<file path="src/rtl/reg_file.sv">
// RISC-V integer register file: 32 x 32-bit, x0 hardwired to zero, two combinational
// read ports and one synchronous write port. Optional forwarding under REGFILE_BYPASS_EN.
module reg_file #(
  parameter logic [31:0] SP_INIT = 32'h0000_0800
) (
  input  logic        clk,
  input  logic        rst,
  input  logic [4:0]  rs1_addr,
  input  logic [4:0]  rs2_addr,
  input  logic [4:0]  rd_addr,
  input  logic        rd_wren,
  input  logic [31:0] rd_data,
  output logic [31:0] rs1_data_o,
  output logic [31:0] rs2_data_o
);

  // x0 has no storage; reads of index 0 are forced to zero below.
  logic [31:0] regs [1:31];
  logic        wr_en;

  assign wr_en = rd_wren && (rd_addr != 5'd0);

  // Reset dominates any write presented at the same edge.
  always_ff @(posedge clk) begin
    if (!rst) begin
      for (int i = 1; i < 32; i++) begin
        regs[i] <= (i == 2) ? SP_INIT : 32'h0;
      end
    end else if (wr_en) begin
      regs[rd_addr] <= rd_data;
    end
  end

  always_comb begin
    rs1_data_o = 32'h0;
    rs2_data_o = 32'h0;
    if (rs1_addr != 5'd0) rs1_data_o = regs[rs1_addr];
    if (rs2_addr != 5'd0) rs2_data_o = regs[rs2_addr];
`ifdef REGFILE_BYPASS_EN
    // Forward the in-flight write so a same-cycle reader sees the new value.
    if (wr_en && rst && (rs1_addr == rd_addr)) rs1_data_o = rd_data;
    if (wr_en && rst && (rs2_addr == rd_addr)) rs2_data_o = rd_data;
`endif
  end

endmodule

</file>
<file path="config.mk">
export PLATFORM = sky130hd
export DESIGN_NAME = reg_file
export DESIGN_NICKNAME = d
export VERILOG_FILES = /design/src/rtl/reg_file.sv
export SDC_FILE = /design/constraint.sdc
export NUM_CORES = 2
export LEC_CHECK = 0
export CORE_ASPECT_RATIO = 0.6
export CORE_MARGIN = 4
export CORE_UTILIZATION = 35
export DETAILED_ROUTE_END_ITERATION = 12
export HOLD_SLACK_MARGIN = 0.15
export MAX_ROUTING_LAYER = met4
export PLACE_DENSITY = 0.58
export SLEW_MARGIN = 20
export SYNTH_ARGS = -nofsm -noshare
export SYNTH_HDL_FRONTEND = slang
export SYNTH_SLANG_ARGS = --single-unit
</file>
<file path="constraint.sdc">
create_clock -name clk -period 5.2 [get_ports clk]
set_clock_uncertainty 0.15 [all_clocks]
set_input_delay 0.52 -clock clk [delete_from_list [all_inputs] [get_ports clk]]
set_output_delay 0.52 -clock clk [all_outputs]
set_load 0.005 [all_outputs]
</file>
# After elaboration in Yosys (flattened, before gate mapping)
# Memory sizes are Yosys's and may differ from the RTL's.
# Index checks and enable logic that the tools add are counted.
[classes]
addsub = 0
multipliers = 0
div_mod_pow = 0
n_lt_le_gt_ge = 0
eq_ne = 0
shift = 0
mux = 9
n_bitwise = 0
reduce_logical = 5
[op_table]
columns = ["operator", "count"]
rows = [
  ["32-bit 2-to-1 mux", 3],
  ["32-bit OR reduction", 1],
  ["5-bit nonzero test", 3],
  ["1-bit 2-to-1 mux", 5],
  ["5-bit 2-to-1 mux", 1],
  ["1-bit logical AND", 1],
]
[word_totals]
regBits = 0
latchBits = 0
mem_bits_rw = 992
rom_bits = 0
inputBits = 50
out_inout_bits = 64
word_cells = 15
n_memories = 1
[memory_table]
columns = ["name", "depth", "width", "read_ports", "rd_ports_with_merged_regs", "write_ports", "line_no", "text"]
rows = [
  ["regs", 31, 32, 2, 0, 31, "18", "logic [31:0] regs [1:31];"],
]

# Depth between registers and ports, before layout
[logic_depth]
word_depth = 7
ltp_mapped = 9
ltp_nobuf = 4

# Least setup slack after synthesis
# OpenSTA, ideal clock, no wires.
[synth_path]
path_type = "input to register"
start = "in rst"
end = "mem regs[20][0], enable pin"
setup_time_ns = 0.466
arrival_time_ns = 3.587
required_time_ns = 4.584
path_slack_ns = 0.998
cell_stages = 5
n_path_buf = 2
cell_sequence = "buf_2 -> nand2_1 -> or3_1 -> clkbuf_1 -> o21ai_0"
[synth_lines]
columns = ["element", "line_no", "text"]
rows = [
  ["from (decl)", "7", "input logic rst,"],
  ["to (decl)", "18", ""],
]

# Final worst setup path
[layout_path]
start = "in rs1_addr[0]"
end = "out rs1_data_o[2]"
[layout_via]
elab_chain_len = 2
elab_cells_between_ends = 3
classes_between = "1 x mux; 1 x reduce/logical; 1 x memory"
[layout_rtl]
columns = ["element", "line_no", "text"]
rows = [
  ["from (decl)", "8", "input logic [4:0] rs1_addr,"],
  ["memory read 31 x 32 bit / 5-bit nonzero test (equally long branches)", "--", ""],
  ["32-bit 2-to-1 mux (*)", "37", "if (rs1_addr != 5'd0) rs1_data_o = regs[rs1_addr];"],
  ["to (decl)", "13", "output logic [31:0] rs1_data_o,"],
]
# Every way passes the cells marked *; elsewhere a longest branch is shown, timed or not.

==> metrics.cfg <==
[yosys]
netlist_instances=3509
netlist.area_leader.share_pct=56.6
synth_area_leaders=edfxtp_1 57%, mux4_2 19%, and2_1 11%
syn_area_mm2=0.0543
synth_edf_count=1024
ys_ff_latch=1024
yosys.area.top_type=edfxtp_1
synth_area_per_cell_um2=15.5
synth_ff_type=edfxtp_1
seq_area_frac_synth_pct=56.6
yosys_warnings=0
async_flop_share_pct=0
ys_types=44

[final_layout]
finalInstanceArea_mm2=0.0614
top_register=regs
layout.nets=3583
largest_reg_flops=1024
post-route-util_pct=40.0
final_cells=5657
drive_gt1_share_pct=25.2
top_regs=regs (1024)
fillers=13900
syn2layout_area_growth_pct=13.0

[setup_path]
crit_path_end_kind=primary output
cpMaxStageDelayCell=a2111oi_0
cpPeakStageDelay_ns=0.78
cp_cell_sequence=buf_8 -> buf_12 -> mux4_2 -> a22o_1 -> a2111oi_0 -> buf_4 -> nor3_1 -> clkdlybuf4s50_1
crit_required_ns=4.53
crit_type=in -> out
cp_max_fo=43
startpoint_type=input port
crit_arrival_ns=3.80

[die]
die_w_um=517
fp.dieArea_mm2=0.162
initial_utilization_pct=35.4
io_pins=114
core_mm2=0.153
dieHeight_um=313
rows=111

[route]
drt-total-wl_um=186000
ant_nets=0
vias=33900
wl_per_cell_um=32.9
dr.pass1.iters=5
drc=0
dr.first_iter.drc_count=5255
vias_per_cell=6.00

[sta]
drv_slew=0
rsz0062_at_grt=no
whs_ns=0.226
timing.final.hold_violations=0
setup-tns-final_ns=0
maxSlewHeadroom_pct=19.4
period_share_pct=86.0
setup_viol=0
tightest_slew_ns=1.21
fmax_mhz=224
worst_slack_ns=0.729
fin_crit_ns=4.47

[place]
gp_congestion=0.887
place_inst=5468
place_ws_ns=0.763
dp_hpwl_um=117000
placed_cell_area_mm2=0.0583
io_buffers=113

[clock_tree]
cts_setup_buffers=0
cts_sinks=1024
clk_root_buffer_cell=clkbuf_16
h-tree-depth=3
clk_path_buf_depth=3
cts_buffers=95
cts.hold.buffers_added=0
cts_tree=yes
path_clk_slew_ns=0.06
cts_resized=0

[min_path]
hold_path.class=in -> reg
holdPathEnd=regs[0][4]
hold_depth=1
min_from=rd_data[4]

[power]
switching_share_pct=25.3
p_total_mw=19.5
ir_drop_mv=0.260
seq_power_share_pct=50.4
p_leak_nw=20.6
clockPowerShare_pct=37.0
p_sw_mw=4.91
combPwrFrac_pct=12.7
intPower_mw=14.5
powerDensity_mw_per_mm2=317

[grt]
grt_overflow=0
grt_pass1_wl_um=262000
antenna_found_initial=17
grt_max_degree=64
grt_pass1_vias=33700
grt.total_usage_pct=23.4

[status]
status=finished, final reports clean

[run]
drv_cap=0

==> power by group through the flow <==
| stage | registers, mW | clock network [mW] | logic [mW] |
|---|---|---|---|
| detailed placement | 9.95 | 0 | 2.46 |
| global route | 9.83 | 7.62 | 2.57 |
| global placement | 9.95 | 0 | 2.45 |
| CTS | 9.78 | 7.26 | 2.47 |
| floorplan | 9.86 | 0 | 1.46 |
| finish | 9.80 | 7.20 | 2.46 |
==> area by class of cell <==
type / instances / area [um^2] / share of cell area [%]
diodes: 15 / 37.5 / 0.0612
clock buffers: 116 / 2500 / 4.07
clock inverters: 56 / 536 / 0.872
inverters: 1 / 3.75 / 0.00612
multi-input cells: 2125 / 22400 / 36.5
flip-flops and latches: 1024 / 30700 / 50.1
well taps: 2034 / 2540 / 4.15
repair buffers: 286 / 2600 / 4.23
==> metal layers <==
metal  up-vias  GRT usage [%]  routed length (um)
li1      13700              -                   -
met1     17800           34.8               82700
met2      2160           32.5               79300
met3       273           5.24               19600
met4         0           5.41                4620
met5         -              -                   0
==> Yosys cell counts, types with 4 or more instances <==
master / count
a2111oi_0: 24
a2111oi_1: 5
a211oi_1: 34
a21oi_1: 10
a22o_1: 51
a22oi_1: 18
a32o_1: 4
and2_1: 995
buf_1: 8
buf_2: 44
buf_4: 28
buf_6: 29
clkbuf_1: 279
edfxtp_1: 1024
mux2_2: 30
mux2i_1: 154
mux4_1: 8
mux4_2: 462
nand2_1: 8
nand2b_1: 6
nand3_1: 5
nand3b_1: 5
nor2_1: 35
nor2b_1: 15
nor3_1: 54
nor4_1: 6
o21ai_0: 33
o221ai_1: 27
o22ai_1: 79
or3_1: 4
or3b_2: 4
==> worst max-delay path, delay by kind of cell <==
family | cells | cell delay, ns
and+or+nand+nor | 1 | 0.09
AOI/OAI and AO/OA | 2 | 1.05
buffers and inverters | 4 | 1.55
muxes | 1 | 0.55
==> kinds of logic after synthesis <==
logic type / synth area share [%]
compound gates: 3.94
buf+inv: 3.44
flops: 56.6
mux: 23.0
other cells: 0.00691
simple gates: 13.0
==> placed cells by master (no fill, tap or decap), types with 4 or more instances in the layout <==
master,count
nand2_1,8
nor4_1,5
mux4_1,8
nor2_4,30
clkbuf_1,19
clkinv_1,13
a2111oi_1,5
nand3_1,5
clkinv_2,26
mux4_2,462
or3b_2,4
conb_1,32
a21oi_1,10
diode_2,15
a22oi_1,18
bufinv_16,10
a211oi_1,34
nor2b_1,13
mux2_2,30
mux2i_1,154
and2_1,994
nand3b_1,5
a2111oi_0,24
buf_12,18
o221ai_1,27
clkdlybuf4s50_1,87
a32o_1,4
edfxtp_1,1024
o21ai_4,31
clkinvlp_4,4
clkbuf_16,97
buf_4,155
nor3_1,54
a22o_1,51
buf_2,19
o22ai_1,79
nand2b_1,6
==> worst max path at each step <==
stage	startpoint	to	depth (start not counted)
after floorplan	rst	regs[20][0]	5
after global placement	rs1_addr[0]	rs1_data_o[8]	7
after detailed placement	rs1_addr[0]	rs1_data_o[2]	8
after CTS	rs1_addr[0]	rs1_data_o[2]	8
after global routing	rs1_addr[1]	rs1_data_o[3]	7
final	rs1_addr[0]	rs1_data_o[2]	8
Power figures use the tool's default switching activity.
